[src/rtl/idma_xif_issuer.sv]
// Initiator-side Xif issuer: buffers DMA commands, issues them to the iDMA
// controller and throttles each direction by its count of in-flight transfers.
module idma_xif_issuer #(
  parameter int unsigned INSTR_W         = 32,
  parameter int unsigned DATA_W          = 32,
  parameter int unsigned ID_W            = 4,
  parameter int unsigned FIFO_DEPTH      = 4,
  parameter int unsigned MAX_OUTSTANDING = 4,
  parameter int unsigned DIRECTION_OFF   = 25,
  parameter int unsigned CNT_W           = $clog2(MAX_OUTSTANDING + 1)
) (
  input  logic               clk_i,
  input  logic               rst_i,
  input  logic               clear_i,
  input  logic               cmd_valid_i,
  output logic               cmd_ready_o,
  input  logic [INSTR_W-1:0] cmd_instr_i,
  input  logic [DATA_W-1:0]  cmd_rs0_i,
  input  logic [DATA_W-1:0]  cmd_rs1_i,
  output logic               issue_valid_o,
  input  logic               issue_ready_i,
  output logic [INSTR_W-1:0] issue_instr_o,
  output logic [DATA_W-1:0]  issue_rs0_o,
  output logic [DATA_W-1:0]  issue_rs1_o,
  output logic [ID_W-1:0]    issue_id_o,
  input  logic               issue_accept_i,
  input  logic               axi2obi_done_i,
  input  logic               obi2axi_done_i,
  output logic [CNT_W-1:0]   a2o_pending_o,
  output logic [CNT_W-1:0]   o2a_pending_o,
  output logic               reject_err_o,
  output logic               count_err_o,
  output logic               idle_o
);

  localparam int unsigned PTR_W = $clog2(FIFO_DEPTH);
  localparam logic [PTR_W:0]   DEPTH_CNT = (PTR_W+1)'(FIFO_DEPTH);
  localparam logic [CNT_W-1:0] MAX_CNT   = CNT_W'(MAX_OUTSTANDING);

  typedef struct packed {
    logic [INSTR_W-1:0] instr;
    logic [DATA_W-1:0]  rs0;
    logic [DATA_W-1:0]  rs1;
  } cmd_t;

  typedef enum logic {IDLE = 1'b0, ISSUE = 1'b1} state_e;

  cmd_t                  mem_q [FIFO_DEPTH];
  cmd_t                  mem_d [FIFO_DEPTH];
  logic [PTR_W-1:0]      wr_ptr_q, wr_ptr_d, rd_ptr_q, rd_ptr_d;
  logic [PTR_W:0]        count_q, count_d;
  state_e                state_q, state_d;
  logic [ID_W-1:0]       id_q, id_d;
  logic [1:0][CNT_W-1:0] cnt_q, cnt_d;
  logic                  rej_q, rej_d, cerr_q, cerr_d;

  cmd_t       head;
  logic       head_dir, empty, push, hs;
  logic [1:0] inc, dec;

  assign head     = mem_q[rd_ptr_q];
  assign head_dir = head.instr[DIRECTION_OFF];
  assign empty    = (count_q == '0);
  assign cmd_ready_o = (count_q != DEPTH_CNT);
  assign push     = cmd_valid_i && cmd_ready_o;
  assign hs       = (state_q == ISSUE) && issue_ready_i;
  // index 0 = AXI2OBI, 1 = OBI2AXI, matching the instruction direction bit
  assign inc      = {2{hs && issue_accept_i}} & {head_dir, !head_dir};
  assign dec      = {obi2axi_done_i, axi2obi_done_i};

  always_comb begin
    mem_d    = mem_q;
    wr_ptr_d = wr_ptr_q;
    rd_ptr_d = rd_ptr_q;
    count_d  = count_q;
    state_d  = state_q;
    id_d     = id_q;
    cnt_d    = cnt_q;
    rej_d    = rej_q;
    cerr_d   = cerr_q;

    if (push) begin
      mem_d[wr_ptr_q] = '{instr: cmd_instr_i, rs0: cmd_rs0_i, rs1: cmd_rs1_i};
      wr_ptr_d        = wr_ptr_q + 1'b1;
    end
    if (hs) rd_ptr_d = rd_ptr_q + 1'b1;
    if (push && !hs)      count_d = count_q + 1'b1;
    else if (!push && hs) count_d = count_q - 1'b1;

    case (state_q)
      IDLE:  if (!empty && (cnt_q[head_dir] < MAX_CNT)) state_d = ISSUE;
      ISSUE: if (hs) begin
        state_d = IDLE;
        if (issue_accept_i) id_d  = id_q + 1'b1;
        else                rej_d = 1'b1;
      end
    endcase

    // simultaneous issue and done of one direction cancel out
    for (int d = 0; d < 2; d++) begin
      if (inc[d] && !dec[d]) begin
        cnt_d[d] = cnt_q[d] + 1'b1;
      end else if (dec[d] && !inc[d]) begin
        if (cnt_q[d] == '0) cerr_d   = 1'b1;
        else                cnt_d[d] = cnt_q[d] - 1'b1;
      end
    end
  end

  always_ff @(posedge clk_i) begin
    if (rst_i || clear_i) begin
      wr_ptr_q <= '0;
      rd_ptr_q <= '0;
      count_q  <= '0;
      state_q  <= IDLE;
      id_q     <= '0;
      cnt_q    <= '0;
      rej_q    <= 1'b0;
      cerr_q   <= 1'b0;
    end else begin
      wr_ptr_q <= wr_ptr_d;
      rd_ptr_q <= rd_ptr_d;
      count_q  <= count_d;
      state_q  <= state_d;
      id_q     <= id_d;
      cnt_q    <= cnt_d;
      rej_q    <= rej_d;
      cerr_q   <= cerr_d;
    end
  end

  // Storage needs no reset: contents are only visible while an entry is valid.
  always_ff @(posedge clk_i) begin
    mem_q <= mem_d;
  end

  assign issue_valid_o = (state_q == ISSUE);
  assign issue_instr_o = issue_valid_o ? head.instr : '0;
  assign issue_rs0_o   = issue_valid_o ? head.rs0   : '0;
  assign issue_rs1_o   = issue_valid_o ? head.rs1   : '0;
  assign issue_id_o    = id_q;
  assign a2o_pending_o = cnt_q[0];
  assign o2a_pending_o = cnt_q[1];
  assign reject_err_o  = rej_q;
  assign count_err_o   = cerr_q;
  assign idle_o        = empty && (state_q == IDLE) && (cnt_q == '0);

endmodule

[config.mk]
export PLATFORM = sky130hd
export DESIGN_NAME = idma_xif_issuer
export DESIGN_NICKNAME = d
export VERILOG_FILES = /design/src/rtl/idma_xif_issuer.sv
export SDC_FILE = /design/constraint.sdc
export NUM_CORES = 1
export LEC_CHECK = 0
export CORE_MARGIN = 5
export CORE_UTILIZATION = 55
export DETAILED_ROUTE_END_ITERATION = 6
export PLACE_DENSITY_LB_ADDON = 0.2
export SETUP_SLACK_MARGIN = 0.4
export SLEW_MARGIN = 20
export SYNTH_ARGS = -nofsm -noshare
export SYNTH_HDL_FRONTEND = slang
export SYNTH_SLANG_ARGS = --single-unit
[constraint.sdc]
create_clock -name clk_i -period 4.8 [get_ports clk_i]
set_clock_uncertainty 0.05 [all_clocks]
set_input_delay 0.72 -clock clk_i [delete_from_list [all_inputs] [get_ports clk_i]]
set_output_delay 0.72 -clock clk_i [all_outputs]
set_load 0.02 [all_outputs]
==> results.yml, run 1 <==
run_status:
  status: "finished, final reports clean"
flow_run:
  cap_viol_max_count: 0
layout:
  fin_cells: 1376
  n_antenna_cell: 0
  final_cell_mix: "edfxtp_1, clkdlybuf4s50_1, and2_1"
  drive_above_1_share_pct: 17.4
  nNetsFinal: 1084
  final_common_cell: "edfxtp_1"
  areaGrowthSynthToFinish_pct: 25.0
setup_path:
  crit_chain: "buf_12, mux4_2, and2_1, clkdlybuf4s50_1"
  reg2reg_setup_slack_ps: 1900
  crit_path_start: "rd_ptr_q[0]"
  crit_buf_inv: 2
  crit_required_ps: 4030
  critPathMaxFanout: 44
  startpoint_type: "register"
  path_depth: 4
  r2r_end: "o2a_pending_o[2]"
  critPathCaptureType: "primary output"
  cp-endpoint: "issue_rs0_o[5]"
  arrival_ps: 2880
  rr_startpoint: "rd_ptr_q[0]"
  cpLargestDelayFamily: "buffers and inverters"
  reg2regPathDepth: 10
  path_class: "register to primary output"
  slowest_stage: "dfxtp_4"
  max_stage_delay_ps: 630
grt:
  grt.overflow.total: 0
  first_global_vias: 8044
  grt_max_degree: 72
  grt_pass1_wl_mm: 46.0
  antenna_found_initial: 1
  grt_use_total_pct: 18.9
detailed_routing:
  antenna_left: 0
  route.final.wire_length_mm: 29.5
  route.detailed.drc: 0
  vias_per_cell: 5.51
  dr.pass1.iters: 4
  drt_iter0_drc: 578
  vias: 7577
  wl_per_cell_um: 21.4
pwr:
  switching_share_pct: 19.9
  intPower_mw: 5.90
  total_power_mw: 7.38
  clkPwrFrac_pct: 39.8
  p_sw_mw: 1.47
  power_leakage_nw: 6.23
  vdd_drop_max_v: 0.000315
  power_density_mw_per_mm2: 379
  pwr-share-comb_pct: 6.0
  power.sequential.fraction_pct: 54.2
sta:
  setup_slack_ps: 1150
  slew_headroom_pct: 48.2
  slew_viol_final: 0
  fin_crit_ps: 3650
  hold_violations: 0
  rsz0062_at_grt: "false"
  fmax_mhz: 274
  setup_viol: 0
  holdWs_ps: 431
  totalNegativeSetupSlack_ps: 0
  fin_crit_sh_pct: 76.1
  worstMarginPinSlew_ps: 777
yosys:
  yosysTopAreaCell: "edfxtp_1"
  seq_area_frac_synth_pct: 76.6
  synth.top_cell.area_share_pct: 74.1
  yosys_warnings: 0
  ys_ff_latch: 404
  synthesis.nets: 853
  syn-cell-area_mm2: 0.0156
  synth_cells: 736
  synth_area_leaders: "edfxtp_1, mux4_2, and2_1"
  synth_cell_types: 32
  syn_avg_cell_area_um2: 21.2
placed_design:
  port_buffers: 214
  gp_congestion: 0.699
  place_inst: 1302
  dp_slack_ps: 1550
  dp_hpwl_mm: 17.6
clock_tree:
  cts-root-buf: "clkbuf_16"
  hold_buffers: 0
  clk_latency_ps: 510
  cts_tree: "done"
  cts_resized: 0
  clk_path_buf_depth: 3
  numCtsBuffers: 41
  cts.sinks: 404
  post-cts-setup-buffer-count: 0
  clk_pin_slew_ps: 60
  cts_max_level: 2
floorplanning:
  die-width_um: 178
  io_pins: 215
  rows: 61
  fp.coreArea_mm2: 0.0279
  fp.dieArea_mm2: 0.0318
  die_y_um: 178
  start_util_pct: 55.9
hold_path:
  hold_class: "register to register"
## area by class of cell
cell class	count	area [um2]
Clock buffer	47	1070
Clock inverter	27	190
Fill cell	1754	8390
Inverter	7	26.3
Multi-Input combinational cell	289	3450
Sequential cell	404	11900
Tap cell	378	473
Timing Repair Buffer	224	2320
## worst min path at each step
| stage | slack [ps] | start | end | cells after the start |
|---|---|---|---|---|
| floorplan | 450 | count_q[2] | count_q[2] | 2 |
| global placement | 400 | reject_err_o | reject_err_o | 2 |
| detailed placement | 430 | reject_err_o | reject_err_o | 2 |
| finish | 430 | reject_err_o | reject_err_o | 2 |
| global route | 470 | reject_err_o | reject_err_o | 2 |
| CTS | 440 | reject_err_o | reject_err_o | 2 |
## Yosys cell counts
master      n
buf_6       3
a21oi_1     9
a21boi_2    1
mux2_4      1
or4_1       2
mux4_2     95
inv_1       7
dfxtp_1    20
nand2_1    10
or3_1       1
nor2_1     20
or2_2       1
o21ai_0     3
ha_1       10
nor4_1      3
and2_1    101
o41ai_2     1
mux2i_1     6
nand4_1     1
nand3_1     2
nor3_1      4
clkbuf_1   21
fa_1        3
buf_4       1
buf_2      11
and3_1      2
xor2_1      8
xnor2_1     2
nand2b_1    1
edfxtp_1  384
or3b_2      1
a221oi_1    1
## per-stage QoR
stage	instance area [um2]	util, %
global route	19500	69.9
floorplan	15600	-
detailed placement	18200	65.3
CTS	19500	69.9
finish	19500	69.9
global placement	18200	65.3
## worst register-to-register path, delay by kind of cell (launching register included)
| family | cells | cell delay [ps] |
|---|---|---|
| multiplexers | 1 | 250 |
| AO/OA/AOI/OAI | 2 | 460 |
| buffers and inverters | 1 | 70 |
| flip-flops | 1 | 630 |
| AND/OR/NAND/NOR | 3 | 610 |
| adder cells (fa/ha/maj) | 2 | 580 |
| XOR/XNOR | 1 | 170 |
## power groups by stage
stage	clock [mW]	sequential [mW]	combinational (mW)
3_5_place_dp	0	4.07	0.450
3_3_place_gp	0	4.07	0.441
4_1_cts	3.02	4.00	0.452
2_1_floorplan	0	4.07	0.211
5_1_grt	3.18	4.01	0.479
6_report	2.93	4.00	0.444
## layer usage
layer,global-route usage [%],routed length (um),part of all wire (%),vias to the layer above
li1,-,-,-,3420
met1,25.3,11800,40,3897
met2,31.3,14900,51,219
met3,5.47,2260,7.7,39
met4,4.57,492,1.7,2
met5,0,16,0.054,-
## cells by family (layout without fill, tap and decap cells)
logic type      Yosys count  in the layout  share of synthesized area [%]
xor+xnor                 10             10                          0.563
mux                     102            102                           14.2
fa+ha+maj                13             13                           1.19
compound gates           15             15                          0.619
flops                   404            404                           76.6
buf+inv                  43            305                           1.29
simple gates            149            149                           5.49
## state kept, by name (all words and copies together), names as in the netlist
signal and cells:
count_q 3, a2o_pending_o 3, rd_ptr_q 2, reject_err_o 1, count_err_o 1, issue_valid_o 1
wr_ptr_q 2, mem_q 384, issue_id_o 4, o2a_pending_o 3
Note: power is estimated with default switching activity, not from simulation.
==> run 2: changes to the inputs <==
- clock period: 4.8 -> 3.8 ns (I/O delays scaled with it)
==> run 2 against run 1 <==
  * Count of clock-buffer cells in the layout grew 11
  * Core utilization up 0.27 points
  * Via count down 0.77%
  * Critical endpoint is now issue_rs1_o[3]
  * Combinational power rose by 29%
  * Power grew 25%
  * Non-clock buffer count is 9 higher
  * Critical path type unchanged
==> results.yml, run 2 (same netlist as run 1, synthesis figures left out) <==
run_status:
  status: "finished, final reports clean"
floorplanning:
  io_pins: 215
  fp.dieArea_mm2: 0.0318
  fp.coreArea_mm2: 0.0279
  start_util_pct: 55.9
  rows: 61
  die_y_um: 178
  die-width_um: 178
layout:
  largest-register: "mem_q"
  drive_above_1_share_pct: 17.6
  final_cell_mix: "edfxtp_1, clkdlybuf4s50_1, and2_1"
  fill_cells: 1754
  multi_input_area_mm2: 0.00345
  areaGrowthSynthToFinish_pct: 25.5
  nNetsFinal: 1093
  largest_reg_flops: 384
  n_antenna_cell: 0
  ff_latch_area_mm2: 0.0119
  final_common_cell: "edfxtp_1"
clock_tree:
  cts-root-buf: "clkbuf_16"
  cts_tree: "done"
  cts_max_level: 2
  hold_buffers: 0
  clk_latency_ps: 510
  clk_path_buf_depth: 3
  clk_pin_slew_ps: 60
  cts.sinks: 404
  numCtsBuffers: 41
setup_path:
  critPathMaxFanout: 35
  startpoint_type: "register"
  crit_chain: "buf_12, mux4_2, and2_1, clkdlybuf4s50_1"
  crit_path_start: "rd_ptr_q[1]"
  max_stage_delay_ps: 690
  critPathCaptureType: "primary output"
  cpLargestDelayFamily: "buffers and inverters"
  slowest_stage: "dfxtp_4"
  reg2reg_setup_slack_ps: 1030
  reg2regPathDepth: 11
  crit_buf_inv: 2
  path_class: "register to primary output"
  crit_required_ps: 3180
  rr_startpoint: "rd_ptr_q[0]"
  path_depth: 4
  arrival_ps: 2600
detailed_routing:
  route.detailed.drc: 0
  wl_per_cell_um: 21.2
  vias_per_cell: 5.43
  drt_iter0_drc: 509
  route.final.wire_length_mm: 29.4
  antenna_left: 0
  vias: 7519
  dr.pass1.iters: 4
grt:
  antenna_found_initial: 0
  grt_max_degree: 58
  first_global_vias: 8135
  grt.overflow.total: 0
  grt_use_total_pct: 18.9
  grt_pass1_wl_mm: 45.8
sta:
  slew_headroom_pct: 56.0
  fin_crit_ps: 3220
  worstMarginPinSlew_ps: 660
  fin_crit_sh_pct: 84.8
  fmax_mhz: 310
  hold_violations: 0
  totalNegativeSetupSlack_ps: 0
  holdWs_ps: 428
  setup_viol: 0
  slew_viol_final: 0
  rsz0062_at_grt: "false"
placed_design:
  dp_hpwl_mm: 17.8
  gp_congestion: 0.738
  port_buffers: 214
pwr:
  power_density_mw_per_mm2: 473
  vdd_drop_max_v: 0.000399
  power_leakage_nw: 6.26
hold_path:
  worstHoldStart: "reject_err_o"
  whs_path_depth: 2
  hold_class: "register to register"
flow_run:
  cap_viol_max_count: 0
## run 2: path summary, 6_finish.rpt
kind / end
max: issue_rs1_o[3]
max reg2reg: a2o_pending_o[2]
min: reject_err_o
min reg2reg: reject_err_o
## run 2: repair_timing
item	in CTS	in global routing
hold endpoints to repair	0	0
setup buffers	1	3
endpoints found under the setup margin	81	29
resized for setup	0	2
## run 2: per-stage QoR
| stage | utilization, % | instances | setup slack [ps] | cell area (um2) | total power [mW] |
|---|---|---|---|---|---|
| 6_report | 70.1 | 1385 | 578 | 19500 | 9.24 |
| 5_1_grt | 70.1 | 1385 | 457 | 19500 | 9.59 |
| 2_1_floorplan | - | 736 | 1230 | 15600 | 5.40 |
| 3_5_place_dp | 65.6 | 1307 | 717 | 18300 | 5.71 |
| 3_3_place_gp | 65.6 | 1307 | 783 | 18300 | 5.70 |
| 4_1_cts | 70.0 | 1382 | 445 | 19500 | 9.35 |
## run 2: power breakdown
group	internal (mW)	switching, mW	total (mW)	leakage (nW)
combinational	0.294	0.278	0.572	1.98
clock	2.09	1.53	3.63	0.592
sequential	5.01	0.0304	5.04	3.69
## run 2: area by class of cell
class                   count  area share (%)
clock buffers              58            5.85
clock inverters            16           0.403
inverters                   7           0.134
multi-input cells         289            17.6
flip-flops and latches    404            61.1
well taps                 378            2.42
repair buffers            233            12.4
## run 2: metal layers
metal	share of wire [%]	wire, um	global-route usage, %
met5	0	0	0
met1	41	12000	25.6
met2	51	14900	31.4
met3	7.1	2080	4.98
met4	1.5	433	4.03
## run 2: tightest hold or removal path, delay by kind of cell, from the launching register on
kind / cells / cell delay (ps)
flops: 1 / 330
simple gates: 2 / 120
==> run 3: changes to the inputs <==
- clock period: 3.8 -> 3.2 ns (I/O delays scaled with it)
==> run 3 against run 2 <==
  * Count of clock-buffer cells in the layout is 3 lower
  * Flip-flop and latch count stayed put
  * Final area is 1.4% higher
  * Critical path depth is 1 higher
  * Global-route usage is 0.93 points higher
  * Wire length is 5.5% higher
  * Largest cell class unchanged
  * Largest power group unchanged
==> results.yml, run 3 (same netlist as run 1, synthesis figures left out) <==
run_status:
  status: "finished, final reports clean"
floorplanning:
  start_util_pct: 55.9
  die_y_um: 178
  fp.coreArea_mm2: 0.0279
  rows: 61
  io_pins: 215
  fp.dieArea_mm2: 0.0318
  die-width_um: 178
placed_design:
  dp_hpwl_mm: 18.0
  port_buffers: 214
  gp_congestion: 0.718
setup_path:
  arrival_ps: 2280
  max_stage_delay_ps: 500
  reg2regPathDepth: 12
  crit_required_ps: 2670
  slowest_stage: "mux4_2"
  startpoint_type: "register"
  path_depth: 5
  cpLargestDelayFamily: "buffers and inverters"
  crit_path_start: "rd_ptr_q[0]"
  crit_chain: "buf_4, clkbuf_16, mux4_2, and2_1, dlygate4sd2_1"
  crit_buf_inv: 3
  path_class: "register to primary output"
  rr_startpoint: "rd_ptr_q[0]"
  critPathMaxFanout: 7
  critPathCaptureType: "primary output"
detailed_routing:
  vias_per_cell: 5.50
  vias: 7799
  dr.pass1.iters: 4
  wl_per_cell_um: 21.9
  routed.top_layer: "met5"
  routed-wl-met2_mm: 15.8
  dr_wl_met3_mm: 2.29
  route.detailed.drc: 0
  route.final.wire_length_mm: 31.0
  drt_iter0_drc: 517
  met1_length_mm: 12.4
  antenna_left: 0
sta:
  hold_violations: 0
  holdWs_ps: 421
  worstMarginPinSlew_ps: 667
  fmax_mhz: 356
  totalNegativeSetupSlack_ps: 0
  slew_viol_final: 0
  setup_viol: 0
  rsz0062_at_grt: "true"
  fin_crit_sh_pct: 87.7
  fin_crit_ps: 2810
  slew_headroom_pct: 55.1
grt:
  grt_max_degree: 56
  grt.overflow.total: 0
  grt_use_total_pct: 19.8
  antenna_found_initial: 2
  grt_pass1_wl_mm: 47.8
  first_global_vias: 8468
flow_run:
  cap_viol_max_count: 0
hold_path:
  worstHoldStart: "reject_err_o"
  whs_path_depth: 2
  hold_class: "register to register"
pwr:
  power_density_mw_per_mm2: 547
  vdd_drop_max_v: 0.000459
  power_leakage_nw: 6.77
clock_tree:
  clk_path_buf_depth: 3
  cts.sinks: 404
  cts_tree: "done"
  clk_latency_ps: 500
  numCtsBuffers: 40
  cts_max_level: 2
  cts-root-buf: "clkbuf_16"
  hold_buffers: 0
  clk_pin_slew_ps: 60
layout:
  drive_above_1_share_pct: 24.8
  fill_cells: 1725
  areaGrowthSynthToFinish_pct: 27.2
  largest-register: "mem_q"
  final_common_cell: "edfxtp_1"
  final_cell_mix: "edfxtp_1, clkdlybuf4s50_1, mux4_2"
  largest_reg_flops: 384
  nNetsFinal: 1127
==> run 3: changes by cell type in the layout (fill, tap and decap cells not counted), moves of 5 or more <==
| cell | previous run | this run |
|---|---|---|
| clkdlybuf4s15_2 | 0 | 7 |
| clkdlybuf4s15_1 | 0 | 14 |
| clkbuf_2 | 0 | 6 |
| buf_2 | 0 | 24 |
| buf_4 | 8 | 28 |
| dlygate4sd2_1 | 0 | 41 |
| clkdlybuf4s50_1 | 214 | 118 |
| buf_12 | 8 | 16 |
| buf_6 | 0 | 5 |
==> run 3: layer usage <==
metal	vias up	GRT usage [%]
met5	-	0
met4	2	4.45
met3	53	5.13
met2	240	33.6
met1	3999	26.2
li1	3505	-
==> run 3: path summary, 6_finish.rpt <==
kind	slack, ps	to
max	390	issue_rs1_o[3]
max reg2reg	460	a2o_pending_o[2]
min reg2reg	420	reject_err_o
min	420	reject_err_o
==> run 3: worst reg2reg max path, delay by kind of cell (launching register included) <==
family / cells / cell delay [ps]
xor gates and xnor gates: 1 / 180
DFF: 1 / 410
AOI/OAI and AO/OA: 2 / 220
muxes: 1 / 300
adders and majority gates: 2 / 570
buffers and inverters: 3 / 310
and+or+nand+nor: 3 / 640
==> run 3: cell type report <==
class | count | area (um2) | area share (%)
diodes | 1 | 2.50 | 0.0126
clock buffers | 55 | 1100 | 5.54
clock inverters | 16 | 66.3 | 0.335
inverters | 7 | 26.3 | 0.133
multi-input cells | 289 | 3470 | 17.5
flip-flops and latches | 404 | 11900 | 60.3
well taps | 378 | 473 | 2.39
repair buffers | 268 | 2740 | 13.8
==> run 3: through the flow <==
step	util (%)	worst slack, ps	instance area [um2]	cells	power [mW]
2_1_floorplan	-	641	15600	736	6.41
3_3_place_gp	65.8	432	18300	1312	6.78
3_5_place_dp	65.8	380	18300	1312	6.80
4_1_cts	70.5	318	19600	1405	10.9
5_1_grt	71.1	292	19800	1418	11.3
6_report	71.1	394	19800	1418	10.8
==> run 3: timing repair <==
| item | CTS | global route |
|---|---|---|
| buffers inserted | 19 | 9 |
| gates resized for setup | 211 | 49 |
| cloned | 3 | 3 |
| setup endpoints to repair | 96 | 78 |
| pin swaps | 0 | 1 |
==> run 3: report_power, final <==
part / switching (mW) / leakage [nW] / internal (mW)
sequential: 0.0368 / 3.69 / 5.95
clock: 1.78 / 0.571 / 2.39
combinational: 0.339 / 2.52 / 0.342
total: 2.15 / 6.77 / 8.68
